==> src/rtl/pwm_pkg.sv <==
// ============================================================================
// Module  : pwm_pkg
// Brief   : Shared constants, counter-direction type and byte-masked merge.
// Revision: 1.0
// ============================================================================
`default_nettype none

package pwm_pkg;

  localparam int ADDR_PERIOD = 0;
  localparam int BE_MAX_W    = 16;
  localparam int DATA_MAX_W  = 8 * BE_MAX_W;

  typedef enum logic [0:0] {
    UP   = 1'b0,
    DOWN = 1'b1
  } cnt_dir_e;

  // Callers zero-extend into the wide container and truncate the result back to N bits.
  function automatic logic [DATA_MAX_W-1:0] be_merge(
    input logic [DATA_MAX_W-1:0] old_v,
    input logic [DATA_MAX_W-1:0] new_v,
    input logic [BE_MAX_W-1:0]   be
  );
    logic [DATA_MAX_W-1:0] res;
    res = old_v;
    for (int k = 0; k < BE_MAX_W; k++) begin
      if (be[k]) res[8*k +: 8] = new_v[8*k +: 8];
    end
    return res;
  endfunction

endpackage

`default_nettype wire

==> src/rtl/pwm_multi_core_if.sv <==
// ============================================================================
// Module  : pwm_multi_core_if
// Brief   : Register-write and PWM-output bundle; center port under PWM_CENTER_ALIGN_EN.
// Revision: 1.0
// ============================================================================
`default_nettype none

interface pwm_multi_core_if #(
  parameter int N      = 16,
  parameter int CH     = 4,
  parameter int BE_W   = (N + 7) / 8,
  parameter int ADDR_W = $clog2(CH + 1)
);

  logic              enable;
  logic              wr_en;
  logic [ADDR_W-1:0] wr_addr;
  logic [N-1:0]      wr_data;
  logic [BE_W-1:0]   byteenable;
`ifdef PWM_CENTER_ALIGN_EN
  logic              center;
`endif
  logic [CH-1:0]     out;
  logic              period_end;

  modport master (
    output enable, wr_en, wr_addr, wr_data, byteenable,
`ifdef PWM_CENTER_ALIGN_EN
           center,
`endif
    input  out, period_end
  );

  modport slave (
    input  enable, wr_en, wr_addr, wr_data, byteenable,
`ifdef PWM_CENTER_ALIGN_EN
           center,
`endif
    output out, period_end
  );

endinterface

`default_nettype wire

==> src/rtl/pwm_compare_ch.sv <==
// ============================================================================
// Module  : pwm_compare_ch
// Brief   : One PWM channel: shadow duty, active duty and registered compare.
// Revision: 1.0
// ============================================================================
`default_nettype none

module pwm_compare_ch
  import pwm_pkg::*;
#(
  parameter int N    = 16,
  parameter int BE_W = (N + 7) / 8
) (
  input  logic            clk,
  input  logic            rst_n,
  input  logic            wr_i,
  input  logic [N-1:0]    wr_data_i,
  input  logic [BE_W-1:0] be_i,
  input  logic            load_i,
  input  logic            run_i,
  input  logic [N-1:0]    cnt_i,
  output logic            out_o
);

  logic [N-1:0] duty_sh_q, duty_sh_d;
  logic [N-1:0] duty_act_q, duty_act_d;
  logic         out_q, out_d;

  always_comb begin
    duty_sh_d = duty_sh_q;
    if (wr_i) begin
      duty_sh_d = N'(be_merge(DATA_MAX_W'(duty_sh_q), DATA_MAX_W'(wr_data_i),
                              BE_MAX_W'(be_i)));
    end
    // Load samples the pre-write shadow, so a write on the boundary waits a period.
    duty_act_d = load_i ? duty_sh_q : duty_act_q;
    out_d      = run_i && (cnt_i <= duty_act_q);
  end

  always_ff @(posedge clk or negedge rst_n) begin
    if (!rst_n) begin
      duty_sh_q  <= '0;
      duty_act_q <= '0;
      out_q      <= 1'b0;
    end else begin
      duty_sh_q  <= duty_sh_d;
      duty_act_q <= duty_act_d;
      out_q      <= out_d;
    end
  end

  assign out_o = out_q;

endmodule

`default_nettype wire

==> src/rtl/pwm_multi_core.sv <==
// ============================================================================
// Module  : pwm_multi_core
// Brief   : Shared period counter, period registers and CH duty comparators.
//           Define PWM_CENTER_ALIGN_EN for the triangle (center-aligned) mode.
// Revision: 1.0
// ============================================================================
`default_nettype none

module pwm_multi_core
  import pwm_pkg::*;
#(
  parameter int N    = 16,
  parameter int CH   = 4,
  parameter int BE_W = (N + 7) / 8
) (
  input  logic             clk,
  input  logic             rst_n,
  pwm_multi_core_if.slave  bus
);

  localparam int ADDR_W = $clog2(CH + 1);

  logic [N-1:0]  cnt_q, cnt_d;
  logic [N-1:0]  per_sh_q, per_sh_d;
  logic [N-1:0]  per_act_q, per_act_d;
  logic          pe_q, pe_d;
  logic          load, run, wr_per;
  logic [CH-1:0] ch_wr;
  logic [CH-1:0] ch_out;
`ifdef PWM_CENTER_ALIGN_EN
  cnt_dir_e      dir_q, dir_d;
  logic          ctr_q, ctr_d;
  logic          going_down;
`endif

  always_comb begin
    run      = bus.enable && (per_act_q != '0);
    wr_per   = bus.wr_en && (bus.wr_addr == ADDR_W'(ADDR_PERIOD));
    per_sh_d = per_sh_q;
    if (wr_per) begin
      per_sh_d = N'(be_merge(DATA_MAX_W'(per_sh_q), DATA_MAX_W'(bus.wr_data),
                             BE_MAX_W'(bus.byteenable)));
    end
    cnt_d = cnt_q + N'(1);
    load  = 1'b0;
    pe_d  = 1'b0;
`ifdef PWM_CENTER_ALIGN_EN
    dir_d      = dir_q;
    ctr_d      = ctr_q;
    going_down = (dir_q == DOWN) || (cnt_q == per_act_q);
    if (ctr_q) begin
      // Boundary is the edge that brings the down-count back to 1.
      if (!run || (per_act_q < N'(2))) begin
        load  = 1'b1;
        cnt_d = N'(1);
        pe_d  = run;
      end else if (going_down && (cnt_q == N'(2))) begin
        load  = 1'b1;
        cnt_d = N'(1);
        pe_d  = 1'b1;
      end else if (going_down) begin
        cnt_d = cnt_q - N'(1);
        dir_d = DOWN;
      end
    end else
`endif
    begin
      if (!run || (cnt_q == per_act_q)) begin
        load  = 1'b1;
        cnt_d = N'(1);
      end
      pe_d = run && (cnt_q == per_act_q);
    end
`ifdef PWM_CENTER_ALIGN_EN
    if (load) begin
      dir_d = UP;
      ctr_d = bus.center;
    end
`endif
    per_act_d = load ? per_sh_q : per_act_q;
  end

  always_ff @(posedge clk or negedge rst_n) begin
    if (!rst_n) begin
      cnt_q     <= N'(1);
      per_sh_q  <= '0;
      per_act_q <= '0;
      pe_q      <= 1'b0;
`ifdef PWM_CENTER_ALIGN_EN
      dir_q     <= UP;
      ctr_q     <= 1'b0;
`endif
    end else begin
      cnt_q     <= cnt_d;
      per_sh_q  <= per_sh_d;
      per_act_q <= per_act_d;
      pe_q      <= pe_d;
`ifdef PWM_CENTER_ALIGN_EN
      dir_q     <= dir_d;
      ctr_q     <= ctr_d;
`endif
    end
  end

  for (genvar c = 0; c < CH; c++) begin : g_ch
    assign ch_wr[c] = bus.wr_en && (bus.wr_addr == ADDR_W'(c + 1));

    pwm_compare_ch #(
      .N    (N),
      .BE_W (BE_W)
    ) u_ch (
      .clk       (clk),
      .rst_n     (rst_n),
      .wr_i      (ch_wr[c]),
      .wr_data_i (bus.wr_data),
      .be_i      (bus.byteenable),
      .load_i    (load),
      .run_i     (run),
      .cnt_i     (cnt_q),
      .out_o     (ch_out[c])
    );
  end

  assign bus.out        = ch_out;
  assign bus.period_end = pe_q;

endmodule

`default_nettype wire

==> src/flat_wrapper.sv <==
// flat-port wrapper written by rule: the top's interface ports become plain ports
module pwm_multi_core_flat import pwm_pkg::*;
#(
  parameter int N    = 16,
  parameter int CH   = 4,
  parameter int BE_W = (N + 7) / 8
)
  (clk, rst_n, bus_enable, bus_wr_en, bus_wr_addr, bus_wr_data, bus_byteenable, bus_out, bus_period_end);
  pwm_multi_core_if #(.N(N), .CH(CH), .BE_W(BE_W)) bus_i ();
  input  logic clk;
  input  logic rst_n;
  input wire logic [$bits(bus_i.enable)-1:0] bus_enable;
  input wire logic [$bits(bus_i.wr_en)-1:0] bus_wr_en;
  input wire logic [$bits(bus_i.wr_addr)-1:0] bus_wr_addr;
  input wire logic [$bits(bus_i.wr_data)-1:0] bus_wr_data;
  input wire logic [$bits(bus_i.byteenable)-1:0] bus_byteenable;
  output wire logic [$bits(bus_i.out)-1:0] bus_out;
  output wire logic [$bits(bus_i.period_end)-1:0] bus_period_end;
  assign bus_i.enable = bus_enable;
  assign bus_i.wr_en = bus_wr_en;
  assign bus_i.wr_addr = bus_wr_addr;
  assign bus_i.wr_data = bus_wr_data;
  assign bus_i.byteenable = bus_byteenable;
  assign bus_out = bus_i.out;
  assign bus_period_end = bus_i.period_end;
  pwm_multi_core #(.N(N), .CH(CH), .BE_W(BE_W)) u_core (.clk(clk), .rst_n(rst_n), .bus(bus_i));
endmodule
==> config.mk <==
export PLATFORM = sky130hd
export DESIGN_NAME = pwm_multi_core_flat
export DESIGN_NICKNAME = d
export VERILOG_FILES = /design/src/rtl/pwm_pkg.sv /design/src/rtl/pwm_multi_core_if.sv /design/src/rtl/pwm_compare_ch.sv /design/src/rtl/pwm_multi_core.sv /design/src/flat_wrapper.sv
export SDC_FILE = /design/constraint.sdc
export NUM_CORES = 1
export LEC_CHECK = 0
export CORE_MARGIN = 2
export CORE_UTILIZATION = 55
export CTS_CLUSTER_SIZE = 12
export DETAILED_ROUTE_END_ITERATION = 8
export DONT_BUFFER_PORTS = 1
export GPL_TIMING_DRIVEN = 0
export PLACE_DENSITY = 0.73
export SYNTH_ARGS = -nofsm -noshare
export SYNTH_HDL_FRONTEND = slang
export SYNTH_SLANG_ARGS = --single-unit
==> constraint.sdc <==
create_clock -name clk -period 2.85 [get_ports clk]
set_clock_uncertainty 0.2 [all_clocks]
set_input_delay 0.855 -clock clk [delete_from_list [all_inputs] [get_ports clk]]
set_output_delay 0.855 -clock clk [all_outputs]
set_load 0.01 [all_outputs]
* Yosys cells after proc, flatten, opt, wreduce, memory -nomap -nowiden
Cells that the tools add are included.
Cells by class: reductions and logical operators 25, bitwise operators 0, shift operators 0, divide/modulo/power cells 0, $add $sub $neg 1, eq/ne operators 5, magnitude comparators 4, muxes and demuxes 2, multipliers 0
Operators with widths (number):
- $le A16 B16 Y1 | 4
- $reduce_and A2 Y1 | 10
- $add A16 B1 Y16 const B | 1
- $eq A16 B16 Y1 | 1
- $mux W16 | 1
- $reduce_bool A16 Y1 | 1
- $logic_and A1 B1 Y1 | 11
- $eq A3 B2 Y1 const B | 2
- $eq A3 B1 Y1 const B | 1
- $eq A3 B3 Y1 const B | 1
- $logic_not A3 Y1 | 1
- $logic_not A1 Y1 | 1
- $logic_or A1 B1 Y1 | 1
- $mux W1 | 1
Word-level totals: word-level logic and storage cells 58, bits in read-only memories 0, memories kept 0, bits in latches 0, register bits 181, memory bits (writable) 0

* Logic depth before layout (Yosys ltp)
depth in word-level cells 5, depth in mapped cells 9, gate-level depth less buffers 7

* Modules after synthesis
From an unflattened synthesis, not the netlist that was laid out.
Second synthesis, totals: cell total of the unflattened synthesis 745, area, all modules 8570.7 um^2
By module, submodules not included:
- pwm_compare_ch | area an instance 1592.8 um^2, sequential area each 825.8 um^2, instances 4, cells an instance 142
- pwm_multi_core | area an instance 2199.6 um^2, sequential area each 1227.4 um^2, instances 1, cells an instance 177

* Worst setup path before layout
No wires, ideal clock.
path type in2reg, start input bus_enable, end register u_core.per_act_q[10], setup time 0.127 ns, stages 6, slack 0.620 ns, path buffers 2, arrival 1.903 ns, path through inv_1 -> a41oi_2 -> nand2_2 -> buf_8 -> buf_8 -> mux2_1
Between the ends: cells in the longest elaborated chain, start to end 4
Ends and longest elaborated chain:
- start, declared | line flat_wrapper.sv:12 | input wire logic [$bits(bus_i.enable)-1:0] bus_enable;
- $logic_and A1 B1 Y1 | line pwm_multi_core.sv:37 | run = bus.enable && (per_act_q != '0);
- $logic_not A1 Y1 | line pwm_multi_core.sv:68 | if (!run || (cnt_q == per_act_q)) begin
- $logic_or A1 B1 Y1 | line pwm_multi_core.sv:68
- $mux W1 | line pwm_multi_core.sv:68
- end signal, assigned | line pwm_multi_core.sv:96 | per_act_q <= per_act_d;
- end, declared | line pwm_multi_core.sv:25 | logic [N-1:0] per_act_q, per_act_d;
No other way between the ends. A chain may end at the register's enable or synchronous reset.

* Final worst setup path
start register u_core.cnt_q[14], end register u_core.per_act_q[7]
Between the ends: cells in the longest elaborated chain, start to end 3
Ends and longest elaborated chain:
- start, declared | line pwm_multi_core.sv:23 | logic [N-1:0] cnt_q, cnt_d;
- start signal, assigned | line pwm_multi_core.sv:94 | cnt_q <= cnt_d;
- $eq A16 B16 Y1 | line pwm_multi_core.sv:68
- $logic_or A1 B1 Y1 | line pwm_multi_core.sv:68
- $mux W1 | line pwm_multi_core.sv:68
No other way between the ends.

==> run_results.csv <==
group,metric,value,unit
sta,final_hold_viol_count,180,
sta,grt_setup_unrepaired,"false",
detailed_routing,wl_per_cell,20.8,µm
die,dieArea,17200,µm²
global_route,grt_usage,24.6,%
layout,fin_util,61.2,%
synthesis,synth_area_leader_cell,"dfrtp_1",
placed_design,port-buffer-count,0,
clock_network,post_cts_buffers,0,
critical_path,worstSetupStartpoint,"u_core.cnt_q[14]",
global_route,overflow,0,
global_route,grt_pass1_wl,30.8,mm
layout,area_growth,9.16,%
clock_network,cts_buffers,17,
layout,nNetsFinal,787,
die,initial_core_util,56.1,%
die,die_w,131,µm
layout,design_area,9690,µm²
power_and_ir_drop,finalPower,7.19,mW
placed_design,gp_congestion,0.893,
global_route,grt_pass1_vias,5583,
clock_network,clock_path_buffers,2,
power_and_ir_drop,power_density,741,nW/µm²
detailed_routing,drc,0,
sta,whs,-72.9,ps
critical_path,worst_setup_path_end_kind,"flop",
synthesis,synth_seq_cells,181,
sta,slew-limit-headroom,27.9,%
clock_network,insertion_delay,430,ps
synthesis,syn_area,8880,µm²
critical_path,start_kind,"flop",
synthesis,synth.avg_cell_area,13.1,µm²
die,die_h,131,µm
critical_path,crit_required,2950,ps
synthesis,synth_commonest_cells,"dfrtp_1 (180), mux2_2 (110), inv_1 (66)",
placed_design,dp.final_hpwl,13.7,mm
synthesis,ys_seq_area_share,51.0,%
clock_network,cts_resized,0,
synthesis,synth.most_common_cell,"dfrtp_1",
clock_network,cts_tree,"yes",
synthesis,syn_inst,678,
clock_network,clk_pin_slew,60,ps
layout,stdcell_count,922,
global_route,grt_max_degree,182,
layout,antenna_cells,0,
synthesis,synth_cell_type_count,38,
critical_path,crit_fanout,10,
detailed_routing,first_pass_iters,5,
detailed_routing,vias,5254,
detailed_routing,vias_per_cell,5.70,
layout,drive_gt1_share,27.5,%
synthesis,syn_nets,768,
sta,final.setup.tns,0,ps
synthesis,synth.area.top_cells,"dfrtp_1 (51%), mux2_2 (14%), ha_1 (9.2%), mux2_4 (6.8%), inv_1 (2.8%)",
sta,fmax,388,MHz
sta,period_needed,2580,ps
placed_design,place_inst,894,
layout,ff_latch_area,4530,µm²
synthesis,synth_edf_count,0,
critical_path,timing.rr.start,"u_core.cnt_q[14]",
detailed_routing,routed_wirelength,19.2,mm
run_status,outcome,"finished, violations left",
critical_path,worst-setup-path-type,"reg -> reg",
sta,tightest_slew,1080,ps
layout,n_fill_cell,1212,
critical_path,cp_data_arrival_time,2670,ps
global_route,antenna_found_initial,0,
clock_network,cts.sink_count,181,
die,ioPinCount,30,
run_status,violations,"hold timing",
synthesis,yosysWarnings,0,
sta,fin_crit_sh,90.4,%
synthesis,synth_top_area_share,50.7,%
layout,multi_input_area,3910,µm²
sta,setup_viol,0,
clock_network,cts_root_buf,"clkbuf_16",
flow_run,cap_violations,0,
power_and_ir_drop,ir_drop,0.454,mV
detailed_routing,ant_nets,0,
hold_path,min_path_type,"in -> async",
die,num_rows,46,
power_and_ir_drop,power.leakage,4.69,nW
die,core-area,15800,µm²
detailed_routing,dr.first_iter.drc_count,348,
synthesis,synth-async-reset-ratio,100,%
clock_network,htreeDepth,4,
placed_design,placed_area,9150,µm²
sta,maxSlewViolCount,0,
synthesis,synth_flop_cell,"dfrtp_1",
## power by group
group | total (mW) | internal, mW | switching [mW]
logic | 1.41 | 0.822 | 0.592
registers | 3.56 | 3.17 | 0.393
clock network | 2.21 | 1.27 | 0.940
## flip-flops by register name (all words and copies together), names as in the netlist
signal                       count
u_core.cnt_q                    16
u_core.g_ch.u_ch.out_o           4
u_core.per_sh_q                 16
u_core.per_act_q                16
u_core.bus.period_end            1
u_core.g_ch.u_ch.duty_sh_q      64
u_core.g_ch.u_ch.duty_act_q     64
## final timing paths
path / slack (ps) / depth (start not counted) / to
worst max-delay path: 270 / 7 / u_core.per_act_q[7]
worst min-delay path: -70 / 0 / u_core.g_ch[1].u_ch.duty_sh_q[6]
worst max register to register: 270 / 7 / u_core.per_act_q[7]
worst min register to register: 290 / 1 / u_core.per_act_q[9]
max in group asynchronous: 2310 / 0 / u_core.g_ch[1].u_ch.duty_sh_q[0]
min in group clk: 290 / 1 / u_core.per_act_q[9]
## logic make-up (layout without fill, tap and decap cells)
kind of cell / Yosys count / in the layout / share of synthesized area [%]
adder cells (fa/ha/maj): 65 / 65 / 9.16
XOR/XNOR: 30 / 30 / 2.96
AO/OA/AOI/OAI: 53 / 53 / 3.85
buffers and inverters: 86 / 114 / 5.02
multiplexers: 160 / 160 / 22.0
flip-flops: 181 / 181 / 51.0
AND/OR/NAND/NOR: 103 / 103 / 6.03
## worst max-delay path: stages, from the launching register on
cell and delay, ps:
dfrtp_1 540, xor2_1 230, nor4_1 340, nand4_1 260
nand2_2 190, buf_8 190, buf_8 160, mux2_1 330
## per-layer routing
metal | share of wire, % | global-route usage [%] | routed length [µm] | vias up
met4 | 2.3 | 8.70 | 445 | 0
met1 | 46 | 33.7 | 8780 | 2711
met3 | 3.7 | 4.30 | 711 | 32
li1 | - | - | - | 2406
met5 | 0 | 0 | 0 | -
met2 | 48 | 39.9 | 9240 | 105
## placed cells by master, fill, tap and decap left out, drive strengths merged
master / synthesis / final
dfrtp: 180 / 180
mux2: 160 / 160
inv: 66 / 66
ha: 65 / 65
nor2: 26 / 26
a21oi: 25 / 25
clkbuf: 6 / 25
xor2: 24 / 24
nand4: 16 / 16
nand2: 15 / 15
buf: 14 / 14
nor4: 12 / 12
nand3: 10 / 10
o21ai: 8 / 8
nor2b: 7 / 7
xnor2: 6 / 6
a21o: 4 / 4
a221o: 4 / 4
or3: 4 / 4
clkinv: 0 / 4
nor3: 3 / 3
o211ai: 3 / 3
and4: 3 / 3
and2: 3 / 3
o21bai: 3 / 3
a41o: 3 / 3
clkinvlp: 0 / 3
and3: 2 / 2
nand2b: 2 / 2
bufinv: 0 / 2
a41oi: 1 / 1
a211oi: 1 / 1
o21a: 1 / 1
dfstp: 1 / 1
## metrics by stage
| stage | setup WS [ps] | hold WS (ps) |
|---|---|---|
| after floorplan | 620 | 258 |
| after global placement | 186 | 271 |
| after detailed placement | 153 | 280 |
| final | 274 | -72.9 |
| after global routing | 98.7 | -96.3 |
| after CTS | 306 | -81.3 |
## area by class of cell
type	count	share of cell area [%]
plain buffers	20	2.04
clock buffers	19	4.47
clock inverters	9	1.14
inverters	66	2.56
multi-input cells	411	40.3
flip-flops and latches	181	46.7
well taps	216	2.79
Power figures use the tool's default switching activity.
==> edit: new RTL, config.mk and constraints unchanged <==
`CH` is set to 4 in 3 places; all go to 8.
--- a/src/rtl/pwm_multi_core_if.sv
+++ b/src/rtl/pwm_multi_core_if.sv
@@ -8,5 +8,5 @@
 interface pwm_multi_core_if #(
   parameter int N      = 16,
-  parameter int CH     = 4,
+  parameter int CH     = 8,
   parameter int BE_W   = (N + 7) / 8,
   parameter int ADDR_W = $clog2(CH + 1)
--- a/src/rtl/pwm_multi_core.sv
+++ b/src/rtl/pwm_multi_core.sv
@@ -11,5 +11,5 @@
 #(
   parameter int N    = 16,
-  parameter int CH   = 4,
+  parameter int CH   = 8,
   parameter int BE_W = (N + 7) / 8
 ) (
--- a/src/flat_wrapper.sv
+++ b/src/flat_wrapper.sv
@@ -3,5 +3,5 @@
 #(
   parameter int N    = 16,
-  parameter int CH   = 4,
+  parameter int CH   = 8,
   parameter int BE_W = (N + 7) / 8
 )
Ports: changed (resized bus_out and bus_wr_addr); port bits go from 30 to 35. The function was not compared with the original's and may differ.
==> edit against the original RTL <==
The run still ends with negative hold slack left; total power up 79%; combinational power up 84%; area after synthesis up 71%; via count up 73%; worst setup slack worse by 0.19 ns; core utilization up 0.80 points; count of clock-buffer cells in the layout up 32; design area up 73%; sequential cell count up 132; routed wire length up 75%; critical path type unchanged; largest power group unchanged; highest routed layer unchanged.
==> edit: results <==
group,metric,value,unit
finish,layout-drive-gt1-share,0.218,
place,dp_hpwl,22000,um
global_routing,grt_use_total,0.245,
place,placed_cell_area,0.0157,mm2
place,numPlacedInstances,1542,
drt,drt-total-wl,33500,um
outcome,violations,"negative hold slack",
power,peakVddDrop,0.000517,V
worst_setup_path,critPathMaxFanout,12,
global_routing,via_count_of_the_first_global_routing_pass,9451,
worst_setup_path,cp_slowest_stage_delay,0.84,ns
clocking,cts_buffer_depth,3,
sta,timing.final.hold_violations,312,
sta,worst_slew_margin_rel,0.384,
outcome,run_status,"finished, violations left",
place,io_buffers,0,
clocking,cts-buffers-inserted,35,
power,total_leakage_power,8.21,nW
synthesis,synth_top_cells_by_area,"dfrtp_1, mux2_2, ha_1",
drt,routed_via_density,5.68,
synthesis,synth.distinct_cells,35,
finish,final_nets,1362,
sta,hold_ws,-0.155,ns
worst_setup_path,worst_ep_arrival_time,2.94,ns
synthesis,synth.top_cells.by_count,"dfrtp_1, mux2_2, ha_1",
synthesis,average_cell_area_after_synthesis,13.0,um2
drt,vias,9082,
clocking,worst_skew_pair.late_latency,0.51,ns
place,gp_congestion,0.839,
synthesis,fraction_of_the_yosys_area_taken_by_sequential_cells,0.514,
global_routing,pin_count_of_the_biggest_net_entering_global_routing,314,
synthesis,synthesized_netlist_net_count,1325,
clocking,cts_max_level,2,
drt,drt_iter0_markers,555,
finish,reg.largest.list,"u_core.g_ch.u_ch.duty_act_q (128), u_core.g_ch.u_ch.duty_sh_q (128)",
sta,achievable-frequency,0.362,GHz
global_routing,grt_first_pass_wirelength,52900,um
worst_setup_path,crit_path_start,"u_core.cnt_q[12]$_DFF_PN0_",
==> edit: worst max-delay path: cells and delay by family, from the launching register on <==
| family | cells | cell delay, ns |
|---|---|---|
| mux | 1 | 0.34 |
| flops | 1 | 0.84 |
| xor+xnor | 1 | 0.14 |
| buf+inv | 2 | 0.40 |
| simple gates | 3 | 0.72 |
==> edit: area by class of cell <==
cell class	count	area, um2
flip-flops and latches	313	7850
multi-input cells	701	6620
inverters	124	465
diodes	1	2.50
fillers	2104	10300
clock inverters	6	55.1
clock buffers	51	1050
plain buffers	32	310
well taps	372	465
==> edit: cell families after synthesis <==
| family | count (synthesis) | synth area share |
|---|---|---|
| compound gates | 105 | 0.0440 |
| fa+ha+maj | 129 | 0.106 |
| simple gates | 149 | 0.0544 |
| buf+inv | 156 | 0.0509 |
| flops | 313 | 0.514 |
| xor+xnor | 30 | 0.0173 |
| mux | 288 | 0.213 |
==> edit: layer usage <==
metal	up-vias	wire (um)	GRT usage	share of wire
met5	-	0	0	0
met2	185	15700	0.397	0.47
met1	4618	15200	0.337	0.46
met4	0	1100	0.0862	0.033
met3	72	1410	0.0372	0.042
li1	4207	-	-	-
==> edit: worst min path at each step <==
stage	from	to	cells after the start
detailed placement	u_core.g_ch[0].u_ch.duty_sh_q[7]$_DFFE_PN0P_	u_core.g_ch[0].u_ch.duty_act_q[7]$_DFFE_PN0N_	1
floorplan	u_core.g_ch[0].u_ch.duty_act_q[10]$_DFFE_PN0N_	u_core.g_ch[0].u_ch.duty_act_q[10]$_DFFE_PN0N_	1
global route	rst_n	u_core.g_ch[0].u_ch.out_o$_DFF_PN0_	0
CTS	rst_n	u_core.g_ch[0].u_ch.duty_act_q[6]$_DFFE_PN0N_	0
global placement	u_core.per_sh_q[8]$_DFFE_PN0P_	u_core.per_act_q[8]$_DFFE_PN0N_	1
finish	rst_n	u_core.g_ch[0].u_ch.duty_act_q[6]$_DFFE_PN0N_	0
==> edit: timing repair <==
item                                   CTS  global route
setup endpoints to repair              105           145
pin swaps                                0             0
resized for setup                        1            12
buffers inserted                         0             0
endpoints found under the hold margin  312           312
==> edit: stage by stage <==
stage,util,hold slack [ns]
6_report,0.620,-0.155
5_1_grt,0.620,-0.176
4_1_cts,0.620,-0.164
3_5_place_dp,0.579,0.274
3_3_place_gp,0.579,0.264
2_1_floorplan,-,0.258
==> edit: power breakdown <==
group / internal (mW) / total (mW) / switching [mW] / leakage (nW)
sequential: 5.42 / 5.96 / 0.541 / 3.99
clock: 2.62 / 4.33 / 1.70 / 0.548
combinational: 1.39 / 2.60 / 1.22 / 3.67
total: 9.43 / 12.9 / 3.46 / 8.21
